[src/rtl/mux4to1_4bit_and_array_pkg.sv]
// Shared constants and helpers for the 4:1 AND-OR select array.
// One-hot select encodings and the popcount-based one-hot check live here.
package mux4to1_4bit_and_array_pkg;

    localparam int unsigned WIDTH = 4;
    localparam int unsigned NSEL  = 4;

    localparam logic [NSEL-1:0] SEL_I0 = 4'b0001;
    localparam logic [NSEL-1:0] SEL_I1 = 4'b0010;
    localparam logic [NSEL-1:0] SEL_I2 = 4'b0100;
    localparam logic [NSEL-1:0] SEL_I3 = 4'b1000;

    function automatic logic [2:0] sel_popcount(input logic [NSEL-1:0] code);
        logic [2:0] cnt;
        cnt = '0;
        for (int unsigned k = 0; k < NSEL; k++) begin
            cnt = cnt + {2'b00, code[k]};
        end
        return cnt;
    endfunction

    function automatic logic is_one_hot(input logic [NSEL-1:0] code);
        return sel_popcount(code) == 3'd1;
    endfunction

endpackage

[src/rtl/mux4to1_4bit_and_array_if.sv]
// Data/select bus between the digit sources and the select array.
// Signal names match the original module ports.
interface mux4to1_4bit_and_array_if
    import mux4to1_4bit_and_array_pkg::*;
#(
    parameter int unsigned W = WIDTH
);
    logic [NSEL-1:0] code;
    logic [W-1:0]    I0;
    logic [W-1:0]    I1;
    logic [W-1:0]    I2;
    logic [W-1:0]    I3;
    logic [W-1:0]    O;
    logic            err;

    modport master (
        output code, I0, I1, I2, I3,
        input  O, err
    );

    modport slave (
        input  code, I0, I1, I2, I3,
        output O, err
    );
endinterface

[src/rtl/mux4to1_4bit_and_array_and_or_lane.sv]
// One bit-slice of the select array: each data bit gated by its select bit, results ORed.
// Multiple select bits simply OR their data; there is no priority.
module and_or_lane
    import mux4to1_4bit_and_array_pkg::*;
(
    input  logic [NSEL-1:0] d_i,
    input  logic [NSEL-1:0] sel_i,
    output logic            y_o
);
    logic [NSEL-1:0] gated;

    always_comb begin
        gated = '0;
        for (int unsigned k = 0; k < NSEL; k++) begin
            gated[k] = d_i[k] & sel_i[k];
        end
        y_o = |gated;
    end
endmodule

[src/rtl/mux4to1_4bit_and_array.sv]
// Registered 4:1 AND-OR mux with one-hot select and select-error flag.
// Feeds the scoreboard digit decoder a glitch-free nibble every cycle.
module mux4to1_4bit_and_array
    import mux4to1_4bit_and_array_pkg::*;
(
    input  logic                           clk,
    input  logic                           rst,
    mux4to1_4bit_and_array_if.slave        bus
);
    logic [WIDTH-1:0] sel;
    logic [WIDTH-1:0] o_d, o_q;
    logic             err_d, err_q;

    for (genvar b = 0; b < WIDTH; b++) begin : g_lane
        and_or_lane u_lane (
            .d_i   ({bus.I3[b], bus.I2[b], bus.I1[b], bus.I0[b]}),
            .sel_i (bus.code),
            .y_o   (sel[b])
        );
    end

    always_comb begin
        o_d   = sel;
        err_d = ~is_one_hot(bus.code);
    end

    always_ff @(posedge clk or posedge rst) begin
        if (rst) begin
            o_q   <= '0;
            err_q <= 1'b0;
        end else begin
            o_q   <= o_d;
            err_q <= err_d;
        end
    end

    assign bus.O   = o_q;
    assign bus.err = err_q;

    // A one-hot select must pass its input through untouched.
    property p_onehot_passthru;
        @(posedge clk) disable iff (rst)
            (bus.code == SEL_I2) |=> (bus.O == $past(bus.I2));
    endproperty
    a_onehot_passthru: assert property (p_onehot_passthru);

endmodule

[src/flat_wrapper.sv]
// flat-port wrapper written by rule: the top's interface ports become plain ports
module mux4to1_4bit_and_array_flat import mux4to1_4bit_and_array_pkg::*;
  (clk, rst, bus_code, bus_I0, bus_I1, bus_I2, bus_I3, bus_O, bus_err);
  mux4to1_4bit_and_array_if #(.W(WIDTH)) bus_i ();
  input  logic clk;
  input  logic rst;
  input wire logic [$bits(bus_i.code)-1:0] bus_code;
  input wire logic [$bits(bus_i.I0)-1:0] bus_I0;
  input wire logic [$bits(bus_i.I1)-1:0] bus_I1;
  input wire logic [$bits(bus_i.I2)-1:0] bus_I2;
  input wire logic [$bits(bus_i.I3)-1:0] bus_I3;
  output wire logic [$bits(bus_i.O)-1:0] bus_O;
  output wire logic [$bits(bus_i.err)-1:0] bus_err;
  assign bus_i.code = bus_code;
  assign bus_i.I0 = bus_I0;
  assign bus_i.I1 = bus_I1;
  assign bus_i.I2 = bus_I2;
  assign bus_i.I3 = bus_I3;
  assign bus_O = bus_i.O;
  assign bus_err = bus_i.err;
  mux4to1_4bit_and_array u_core (.clk(clk), .rst(rst), .bus(bus_i));
endmodule
[config.mk]
export PLATFORM = sky130hd
export DESIGN_NAME = mux4to1_4bit_and_array_flat
export DESIGN_NICKNAME = d
export VERILOG_FILES = /design/src/rtl/mux4to1_4bit_and_array_pkg.sv /design/src/rtl/mux4to1_4bit_and_array_if.sv /design/src/rtl/mux4to1_4bit_and_array_and_or_lane.sv /design/src/rtl/mux4to1_4bit_and_array.sv /design/src/flat_wrapper.sv
export SDC_FILE = /design/constraint.sdc
export NUM_CORES = 1
export LEC_CHECK = 0
export CORE_AREA = 4 4 41 43
export CTS_CLUSTER_DIAMETER = 60
export DETAILED_ROUTE_END_ITERATION = 10
export DIE_AREA = 0 0 45 47
export SYNTH_ARGS = -nofsm -noshare
export SYNTH_HDL_FRONTEND = slang
export SYNTH_SLANG_ARGS = --single-unit
[constraint.sdc]
create_clock -name clk -period 0.8 [get_ports clk]
set_clock_uncertainty 0.1 [all_clocks]
set_input_delay 0.2 -clock clk [delete_from_list [all_inputs] [get_ports clk]]
set_output_delay 0.2 -clock clk [all_outputs]
set_load 0.03 [all_outputs]
* Word-level counts from Yosys, hierarchy flattened *
Cells that the tools add are included.

storage, ports and cells
  bits of input ports = 22
  logic and storage cells = 27
  register bits = 5
  output and inout bits = 5

cells by class
  reduce and logical (&&, ||, !) cells = 4
  eq/ne operators = 1
  $add $sub $neg = 3
  bitwise operators = 17

operators with widths
  operator                                             count
  bitwise AND 1 bit                                    16
  OR reduction 4 bit                                   4
  adder 3 x 1 -> 3 bit                                 2
  equality test 3 x 1 -> 1 bit, second input constant  1
  adder 1 x 1 -> 2 bit                                 1
  inverter 1 bit                                       1

* Depth between registers and ports, before layout *
  depth in word-level cells = 5
  mapped depth = 6
  mapped depth without buffers = 6

* Cells and area by module *
From an unflattened synthesis, not the netlist that was laid out.

second synthesis, totals
  cells, all modules = 27
  area total of the unflattened synthesis = 276.5 µm²

by module, submodules not included
  module                  instances  cells an instance  area each (µm²)
  mux4to1_4bit_and_array  1          15                 201.4
  and_or_lane             4          3                  18.8

* Worst setup path before layout *
OpenSTA, ideal clock, no wires.

  path type = input to register
  from = input port bus_code[0]
  to = register u_core.err_q, in the netlist u_core.bus.err
  path buffers = 0
  library setup time = 0.131 ns
  data required time = 0.569 ns
  data arrival time = 1.442 ns
  cell stages on the path = 6
  slack = -0.874 ns
  cell sequence = ha_1 > inv_1 > fa_1 > inv_1 > ha_1 > or3_1

on the way
  longest elaborated chain between the ends = 5

ends and longest elaborated chain
  what                                RTL line                          RTL
  start, declared                     flat_wrapper.sv:7                 input wire logic [$bits(bus_i.code)-1:0] bus_code;
  adder 1 x 1 -> 2 bit                mux4to1_4bit_and_array_pkg.sv:17  cnt = cnt + {2'b00, code[k]};
  adder 3 x 1 -> 3 bit (2 in series)  mux4to1_4bit_and_array_pkg.sv:17
  equality test 3 x 1 -> 1 bit        mux4to1_4bit_and_array_pkg.sv:23  return sel_popcount(code) == 3'd1;
  inverter 1 bit                      mux4to1_4bit_and_array.sv:24      err_d = ~is_one_hot(bus.code);
  named net u_core.err_d              mux4to1_4bit_and_array.sv:12      logic err_d, err_q;
  end signal, assigned                mux4to1_4bit_and_array.sv:33      err_q <= err_d;
  end, declared                       mux4to1_4bit_and_array.sv:12

The timed path passes the listed nets, and every way through them passes these cells.

* Worst setup path after layout *
  from = input port bus_code[1]
  to = register u_core.err_q, in the netlist u_core.bus.err

Same word-level chain as after synthesis.

==> run_results.csv <==
group,metric,value,unit
outcome,status,"finished with violations",
outcome,violations,"setup timing",
synthesis,synth_commonest_cells,"a22oi_1, dfrtp_1, inv_1",
sta,final_max_slew_viol_count,0,
synthesis,synth_most_common_cell,"a22oi_1",
detailed_routing,wl_per_cell,11.7,um
detailed_routing,drt-total-wl,877,um
detailed_routing,drtPass1Iterations,1,
power_and_ir_drop,switchingPower,259,uW
power_and_ir_drop,power.leakage,0.000338,uW
die,core,1300,um^2
synthesis,synth-edff-count,0,
cts,cts.clk_slew.worst_paths,0.05,ns
synthesis,synth_seq_cells,5,
synthesis,synthFlopType,"dfrtp_1",
global_route,antenna_found_initial,0,
global_route,grt_overflow_total,0,
layout,fin_util,0.519,
layout,fill_cells,143,
synthesis,yosys.area.top_type,"dfrtp_1",
placed_design,finalWeightedCongestion,0.637,
power_and_ir_drop,finalPower,912,uW
sta,min_period_over_period,1.80,
detailed_routing,vias,328,
setup_path,max_stage_delay,0.32,ns
global_route,grt_pass1_wl,1370,um
power_and_ir_drop,internal-power,653,uW
cts,numCtsBuffers,3,
die,row_count,13,
global_route,track_usage,0.0971,
synthesis,synth_cell_type_count,7,
setup_path,cp_cell_sequence,"buf_8 -> ha_4 -> inv_2 -> fa_2 -> inv_2 -> ha_4 -> or3_1",
detailed_routing,drc,0,
synthesis,yosysSeqAreaShare,0.463,
setup_path,cp_max_fo,2,
synthesis,syn_nets,51,
layout,area_growth,150,%
cts,cts.htree.levels,1,
setup_path,worstPathArrival,1.45,ns
synthesis,ys_async_sr_fraction,1.00,
synthesis,syn_area_per_cell,10.4,um^2
setup_path,startpoint_type,"primary input",
synthesis,synth_top_area_frac,0.463,
power_and_ir_drop,p_per_area,1350,nW/um^2
cts,clockRootBuffer,"clkbuf_4",
sta,finalCriticalPeriod,1.44,ns
detailed_routing,initialDrtViolationCount,0,
synthesis,synth_area,270,um^2
sta,setup-violations-final,6,
detailed_routing,ant_nets,0,
layout,final_nets,86,
setup_path,critical_path_buf_inv_count,3,
global_route,grt_max_degree,6,
power_and_ir_drop,p_sw_frac,0.284,
power_and_ir_drop,ir_worst_vdd,0.400,mV
synthesis,synth_cells,26,
sta,finalSetupTns,-1.83,ns
power_and_ir_drop,pwr-share-clk,0.318,
power_and_ir_drop,p_comb_frac,0.363,
sta,hold_viol_final,0,
setup_path,cpMaxStageDelayCell,"fa_2",
placed_design,io_buffers,26,
worst_hold_path,min-delay-path-class,"primary input to async pin",
sta,worstMarginPinSlew,0.181,ns
setup_path,setup.worst_path.class,"primary input to register",
sta,rsz0062_at_grt,"true",
synthesis,yosys_warnings,0,
global_route,grt_pass1_vias,376,
die,fp.dieW,45,um
die,ios,27,
sta,max_freq,696,MHz
cts,cts_tree,"built",
cts,cts.path.max_buffers,2,
flow_run,maxCapViolCount,0,
power_and_ir_drop,seq_power_share,0.319,
sta,relSlewSlack,0.879,
layout,multi_input_area,184,um^2
layout,drive_gt1_frac,0.450,
placed_design,placedCellCount,71,
layout,antennaDiodeCount,0,
setup_path,crit_required,0.82,ns
cts,cts.hold.buffers_added,0,
cts,numClockSinks,5,
setup_path,end_kind,"register",
die,start_util,0.208,
layout,sequential_cell_area,125,um^2
die,dieArea,2120,um^2
synthesis,synth.area.top_cells,"dfrtp_1, a22oi_1, ha_1, fa_1, inv_1",
setup_path,cpLargestDelayFamily,"adder cells",
sta,worst_slack,-0.637,ns
layout,fin_cells,75,
die,die_y,47,um
detailed_routing,via_per_inst,4.37,
placed_design,hpwl,705,um
-- cell type report --
class / count / share of cell area
well taps: 15 / 0.0278
multi-input cells: 16 / 0.272
flip-flops and latches: 5 / 0.185
repair buffers: 30 / 0.448
clock buffers: 4 / 0.0389
inverters: 5 / 0.0278
-- routing by layer --
metal | global-route usage | wire (um) | up-vias
li1 | - | - | 159
met1 | 0.0860 | 294 | 143
met5 | 0 | 0 | -
met3 | 0.0460 | 165 | 0
met2 | 0.155 | 416 | 26
met4 | 0.105 | 0 | 0
-- registers in the layout, indices dropped and copies added, names as in the netlist --
signal and flops:
u_core.bus.O 4, u_core.bus.err 1
-- power by group through the flow --
| stage | clock, uW | sequential, uW | combinational, uW |
|---|---|---|---|
| global route | 327 | 293 | 362 |
| floorplan | 0 | 344 | 61.9 |
| global placement | 0 | 289 | 299 |
| detailed placement | 0 | 289 | 304 |
| CTS | 303 | 290 | 328 |
| finish | 290 | 291 | 331 |
-- through the flow --
| stage | hold slack [ns] | area [um^2] | setup WS [ns] |
|---|---|---|---|
| after floorplan | -0.121 | 285 | -0.772 |
| after global placement | 0.307 | 582 | -1.31 |
| after detailed placement | 0.308 | 582 | -1.32 |
| after CTS | 0.0559 | 653 | -0.630 |
| after global routing | 0.0672 | 676 | -0.684 |
| final | 0.0568 | 676 | -0.637 |
-- placed cells by master (no fill, tap or decap), drive strengths merged --
cell           instances
a22oi                  8
dlygate4sd2           10
buf                   11
dlymetal6s2s           4
clkdlybuf4s50          4
clkbuf                 5
fa                     1
or3                    1
nand2                  4
ha                     2
dfrtp                  5
inv                    5
-- how the worst max path moves through the flow --
stage,from,endpoint,slack [ns],cells past startpoint
2_1_floorplan,bus_code[1],u_core.bus.err,-0.77,6
3_3_place_gp,bus_code[0],u_core.bus.err,-1.31,7
3_5_place_dp,bus_code[0],u_core.bus.err,-1.32,7
4_1_cts,bus_code[1],u_core.bus.err,-0.63,7
5_1_grt,bus_code[1],u_core.bus.err,-0.68,7
6_report,bus_code[1],u_core.bus.err,-0.64,7
-- kinds of logic after synthesis --
logic type	count (synthesis)	share of synthesized area
flip-flops	5	0.463
AO/OA/AOI/OAI	8	0.222
adder cells (fa/ha/maj)	3	0.167
buffers and inverters	5	0.0695
AND/OR/NAND/NOR	5	0.0787
-- repair_timing --
action / 4_1_cts / 5_1_grt
setup buffers: 0 / 0
gates resized for setup: 36 / 9
setup endpoints to repair: 10 / 10
pin swaps: 13 / 7
No activity file was read; power rests on OpenSTA's default activity.
